[config.mk]
export PLATFORM = sky130hd
export DESIGN_NAME = reg_file_mp
export DESIGN_NICKNAME = d
export VERILOG_FILES = /design/src/rtl/rf_pkg.sv /design/src/rtl/rf_scoreboard.sv /design/src/rtl/reg_file_mp.sv
export SDC_FILE = /design/constraint.sdc
export NUM_CORES = 2
export LEC_CHECK = 0
export CAP_MARGIN = 10
export CORE_ASPECT_RATIO = 0.8
export CORE_MARGIN = 2
export CORE_UTILIZATION = 30
export CTS_CLUSTER_SIZE = 28
export DETAILED_ROUTE_END_ITERATION = 8
export GPL_TIMING_DRIVEN = 0
export HOLD_SLACK_MARGIN = 0.08
export PLACE_DENSITY = 0.54
export SETUP_SLACK_MARGIN = 0.2
export SLEW_MARGIN = 25
export SYNTH_ARGS = -nofsm -noshare
export SYNTH_HDL_FRONTEND = slang
export SYNTH_SLANG_ARGS = --single-unit
[constraint.sdc]
create_clock -name clk -period 7.1 [get_ports clk]
set_clock_uncertainty 0.1 [all_clocks]
set_input_delay 2.13 -clock clk [delete_from_list [all_inputs] [get_ports clk]]
set_output_delay 2.13 -clock clk [all_outputs]
set_load 0.05 [all_outputs]
[src/rtl/rf_pkg.sv]
// Shared defaults and helpers for the multi-port integer register file.
// Imported by reg_file_mp and rf_scoreboard.
package rf_pkg;

   localparam int unsigned XLEN_DEF  = 32;
   localparam int unsigned NREGS_DEF = 32;

   // Architectural index of the hardwired-zero register x0.
   localparam int unsigned ZERO_IDX  = 0;

   function automatic int unsigned rf_aw(input int unsigned nregs);
      return (nregs < 2) ? 1 : $clog2(nregs);
   endfunction

endpackage

[src/rtl/rf_scoreboard.sv]
// Per-register busy bits for hazard detection: a set marks a pending producer
// and a writeback clears it.
module rf_scoreboard
   import rf_pkg::*;
#(
   parameter int unsigned NREGS    = NREGS_DEF,
   parameter int unsigned AW       = rf_aw(NREGS_DEF),
   parameter int unsigned ZERO_REG = 1
) (
   input  logic             clk,
   input  logic             rst,
   input  logic             clr_en,
   input  logic [AW-1:0]    clr_addr,
   input  logic             set_en,
   input  logic [AW-1:0]    set_addr,
   output logic [NREGS-1:0] busy_vec
);

   logic set_ok;

   always_comb begin
      set_ok = set_en;
      if ((ZERO_REG != 0) && (set_addr == AW'(ZERO_IDX))) begin
         set_ok = 1'b0;
      end
   end

   // The set is scheduled after the clear, so on a same-address collision the
   // newer producer wins and the bit stays busy.
   always_ff @(posedge clk) begin
      if (!rst) begin
         busy_vec <= '0;
      end else begin
         if (clr_en) begin
            busy_vec[clr_addr] <= 1'b0;
         end
         if (set_ok) begin
            busy_vec[set_addr] <= 1'b1;
         end
      end
   end

endmodule

[src/rtl/reg_file_mp.sv]
// Parametrised multi-read-port register file with optional write-to-read
// bypass, hardwired x0 and a busy scoreboard for pipeline hazard detection.
module reg_file_mp
   import rf_pkg::*;
#(
   parameter int unsigned XLEN     = XLEN_DEF,
   parameter int unsigned NREGS    = NREGS_DEF,
   parameter int unsigned NUM_RD   = 2,
   parameter int unsigned BYPASS   = 1,
   parameter int unsigned ZERO_REG = 1,
   localparam int unsigned AW      = rf_aw(NREGS)
) (
   input  logic                   clk,
   input  logic                   rst,
   input  logic [NUM_RD*AW-1:0]   rd_addr,
   output logic [NUM_RD*XLEN-1:0] rd_data,
   output logic [NUM_RD-1:0]      rd_busy,
   input  logic                   we,
   input  logic [AW-1:0]          wa,
   input  logic [XLEN-1:0]        wd,
   input  logic                   busy_set,
   input  logic [AW-1:0]          busy_addr,
   output logic [NREGS-1:0]       busy_vec
);

   if ((NUM_RD < 1) || (NUM_RD > 4)) begin : g_bad_num_rd
      $error("reg_file_mp: NUM_RD must be 1..4");
   end
   if ((NREGS < 2) || ((NREGS & (NREGS - 1)) != 0)) begin : g_bad_nregs
      $error("reg_file_mp: NREGS must be a power of two >= 2");
   end

   logic [XLEN-1:0] regs [NREGS];
   logic            wr_ok;
   logic [AW-1:0]   a;
   logic            is_zero;
   logic            hit;

   always_comb begin
      wr_ok = we;
      if ((ZERO_REG != 0) && (wa == AW'(ZERO_IDX))) begin
         wr_ok = 1'b0;
      end
   end

   always_ff @(posedge clk) begin
      if (!rst) begin
         for (int unsigned r = 0; r < NREGS; r++) begin
            regs[r] <= '0;
         end
      end else if (wr_ok) begin
         regs[wa] <= wd;
      end
   end

   rf_scoreboard #(
      .NREGS    (NREGS),
      .AW       (AW),
      .ZERO_REG (ZERO_REG)
   ) u_scoreboard (
      .clk      (clk),
      .rst      (rst),
      .clr_en   (we),
      .clr_addr (wa),
      .set_en   (busy_set),
      .set_addr (busy_addr),
      .busy_vec (busy_vec)
   );

   // Priority per port: reset, then x0, then bypass, then stored value.
   // A bypass hit means the producer is completing now, so busy is masked.
   always_comb begin
      rd_data = '0;
      rd_busy = '0;
      a       = '0;
      is_zero = 1'b0;
      hit     = 1'b0;
      for (int unsigned i = 0; i < NUM_RD; i++) begin
         a       = rd_addr[i*AW +: AW];
         is_zero = (ZERO_REG != 0) && (a == AW'(ZERO_IDX));
         hit     = (BYPASS != 0) && we && (wa == a);
         if (rst && !is_zero) begin
            if (hit) begin
               rd_data[i*XLEN +: XLEN] = wd;
            end else begin
               rd_data[i*XLEN +: XLEN] = regs[a];
               rd_busy[i]              = busy_vec[a];
            end
         end
      end
   end

endmodule

==> flow_summary.json <==
{
  "async_flop_share": 0,
  "antenna_found_initial": 16,
  "drc": 0,
  "synth_mux_area_frac": 0.239,
  "io_buffer_count": 139,
  "synth_cells": 3811,
  "hold_viol": 0,
  "finalWirelength_mm": 271,
  "final-max-slew-violation-count": 0,
  "finalSetupViolations": 0,
  "path_class": "in -> out",
  "cts-root-buf": "clkbuf_16",
  "grt_max_degree": 29,
  "met3_usage": 0.0986,
  "end_kind": "output port",
  "synth-xor-area-share": 0.00155,
  "ys_dominant_reg_cell": "edfxtp_1",
  "vias": 40700,
  "htreeDepth": 3,
  "grt.overflow.total": 0,
  "layout-drive-gt1-share": 0.284,
  "syn-cell-area_um2": 56600,
  "fp.dieW_um": 490,
  "grt_usage": 0.278,
  "clkLatencyLatePin_ps": 780,
  "die_area_um2": 192000,
  "cap_violations": 0,
  "clkTransAtPathRegs_ps": 60,
  "dp_hpwl_mm": 197,
  "tightest_slew_ps": 1230,
  "pwr-share-clk": 0.383,
  "hp-class": "reg -> reg",
  "clk_path_buf_depth": 3,
  "grt_pass1_wl_mm": 356,
  "yosysUniqueCellTypes": 53,
  "placed_area_um2": 63700,
  "n_fill_cell": 17700,
  "grtUsageMet2": 0.390,
  "routedWlPerCell_um": 39.7,
  "cp.required_ps": 4870,
  "synth_simple_gate_area_share": 0.131,
  "synthAdderAreaFrac": 0,
  "synth_top_family_by_area": "multiplexers",
  "start_util": 0.302,
  "core-area_um2": 187000,
  "layout.cells.non_filler": 6820,
  "clock_sinks": 1056,
  "ys_seq_area_frac": 0.554,
  "placed_cells": 6580,
  "p_leak_nw": 23.5,
  "yosysWarnings": 0,
  "startpoint_type": "input pin",
  "switching_share": 0.283,
  "critPathMaxFanout": 10,
  "postRouteAntennaNets": 0,
  "synth_compound_area_frac": 0.0409,
  "max_freq_mhz": 142,
  "met1_usage": 0.363,
  "p_int_mw": 11.7,
  "die_h_um": 393,
  "synth_edf_count": 1024,
  "numCtsBuffers": 119,
  "cts_tree": "yes",
  "fin_crit_sh": 0.992,
  "drtPass1Iterations": 6,
  "final_area_um2": 69200,
  "power.share.combinational": 0.166,
  "peakVddDrop_v": 0.000214,
  "drtIter0Drc": 7271,
  "core.rowCount": 142,
  "min_period_ps": 7040,
  "ys_ff_latch": 1056,
  "share_seq_of_total_power": 0.451,
  "globalplace.congestion": 1.05,
  "syn_avg_cell_area_um2": 14.9,
  "relSlewSlack": 0.177,
  "cellPowerDensity_nw_per_um2": 235,
  "tns_ps": 0,
  "cp.arrival_ps": 4810,
  "fin_nets": 4245,
  "area.sequential_um2": 31400,
  "p_switching_mw": 4.62,
  "area_growth_pct": 22.3,
  "outcome": "completed",
  "first_global_vias": 38800,
  "ios": 154,
  "rsz0062_at_grt": "yes",
  "busiest_layer": "met2",
  "multi_input_area_um2": 24500,
  "vias_per_cell": 5.97
}
[registers in the layout (all words and copies together), names as in the netlist]
register / flops
regs: 1024
u_scoreboard.busy_vec: 32
[power groups by stage]
| stage | clock [mW] | combinational [mW] | sequential, mW |
|---|---|---|---|
| final | 6.24 | 2.71 | 7.35 |
| after global routing | 6.43 | 2.71 | 7.38 |
| after CTS | 6.21 | 2.60 | 7.34 |
| after detailed placement | 0 | 2.48 | 7.46 |
| after global placement | 0 | 2.31 | 7.52 |
| after floorplan | 0 | 1.30 | 7.42 |
[layer usage]
layer	routed length (um)	vias to the layer above
li1	-	15400
met1	101000	21200
met2	112000	3450
met3	36900	685
met4	20900	6
met5	190	-
[cells by family (layout without fill, tap and decap cells)]
group           count (synthesis)  after routing
xor+xnor                       10             10
flops                        1056           1056
mux                           684            684
buf+inv                       421            867
other cells                     1             44
compound gates                380            380
simple gates                 1259           1259
[critical path, cell delays in order]
cell and delay [ps]:
buf_6 180, buf_6 240, buf_8 310, mux4_2 560, o22ai_1 240, a21oi_1 110
a22oi_1 380, nand2_2 230, clkdlybuf4s15_2 380
[layout make-up]
| type | count | share of cell area |
|---|---|---|
| sequential | 1056 | 0.453 |
| clock buffer | 155 | 0.0462 |
| multi-input combinational | 2365 | 0.354 |
| tap | 2520 | 0.0455 |
| timing repair buffer | 228 | 0.0500 |
| clock inverter | 65 | 0.00844 |
| antenna | 12 | 0.000434 |
| inverter | 9 | 0.000488 |
| buffer | 410 | 0.0415 |
[per-stage QoR]
step                power, mW   util  setup slack, ps  hold WS (ps)
floorplan                8.71      -              828           598
global placement         9.83  0.327            -4100           407
detailed placement       9.95  0.340            -2130           409
CTS                      16.1  0.368             99.0           423
global route             16.5  0.369              121           447
finish                   16.3  0.369             55.5           425
[worst paths after layout]
check	start	end	slack (ps)	depth (start not counted)
setup / recovery	rd_addr[5]	rd_data[63]	60	9
hold / removal	u_scoreboard.busy_vec[18]	u_scoreboard.busy_vec[18]	420	2
setup reg to reg	u_scoreboard.busy_vec[4]	u_scoreboard.busy_vec[4]	5950	2
hold reg to reg	u_scoreboard.busy_vec[18]	u_scoreboard.busy_vec[18]	420	2
[Yosys cell counts (5+ instances only)]
master | number | area share
edfxtp_1 | 1024 | 0.54
and2_1 | 993 | 0.11
mux4_2 | 533 | 0.21
clkbuf_1 | 265 | 0.018
nand2_1 | 156 | 0.010
mux2i_1 | 139 | 0.025
a21oi_1 | 113 | 0.010
o22ai_1 | 91 | 0.010
buf_2 | 89 | 0.0079
o21ai_0 | 72 | 0.0064
a22oi_1 | 63 | 0.0084
nor2_1 | 40 | 0.0027
buf_4 | 33 | 0.0044
dfxtp_1 | 32 | 0.011
buf_1 | 12 | 0.00080
mux2_2 | 12 | 0.0024
nand3_1 | 12 | 0.0011
o211ai_1 | 12 | 0.0016
buf_6 | 11 | 0.0022
nor3_1 | 10 | 0.00088
inv_1 | 9 | 0.00060
nor2b_1 | 9 | 0.00099
a22o_1 | 8 | 0.0012
nand3b_1 | 8 | 0.0011
a211oi_1 | 7 | 0.00093
and3_1 | 6 | 0.00066
nor3b_1 | 5 | 0.00066
xnor2_1 | 5 | 0.00077
xor2_1 | 5 | 0.00077
[cells in the final DEF (no fill, tap or decap), types with 59 or more instances in the layout]
cell and count:
a22oi_1 59, mux2i_1 102, clkbuf_16 121, buf_16 65, edfxtp_1 1024, clkdlybuf4s50_1 70, buf_6 60, mux4_2 533
a21oi_1 99, nand2_1 150, clkbuf_1 230, o22ai_1 71, and2_1 993
[timing repair]
| action | in CTS | in global routing |
|---|---|---|
| hold buffers | 0 | 0 |
| gates resized for setup | 627 | 84 |
| pin swaps | 10 | 2 |
| buffers inserted | 10 | 0 |
| endpoints found under the setup margin | 66 | 58 |
Note: power is estimated with default switching activity, not from simulation.
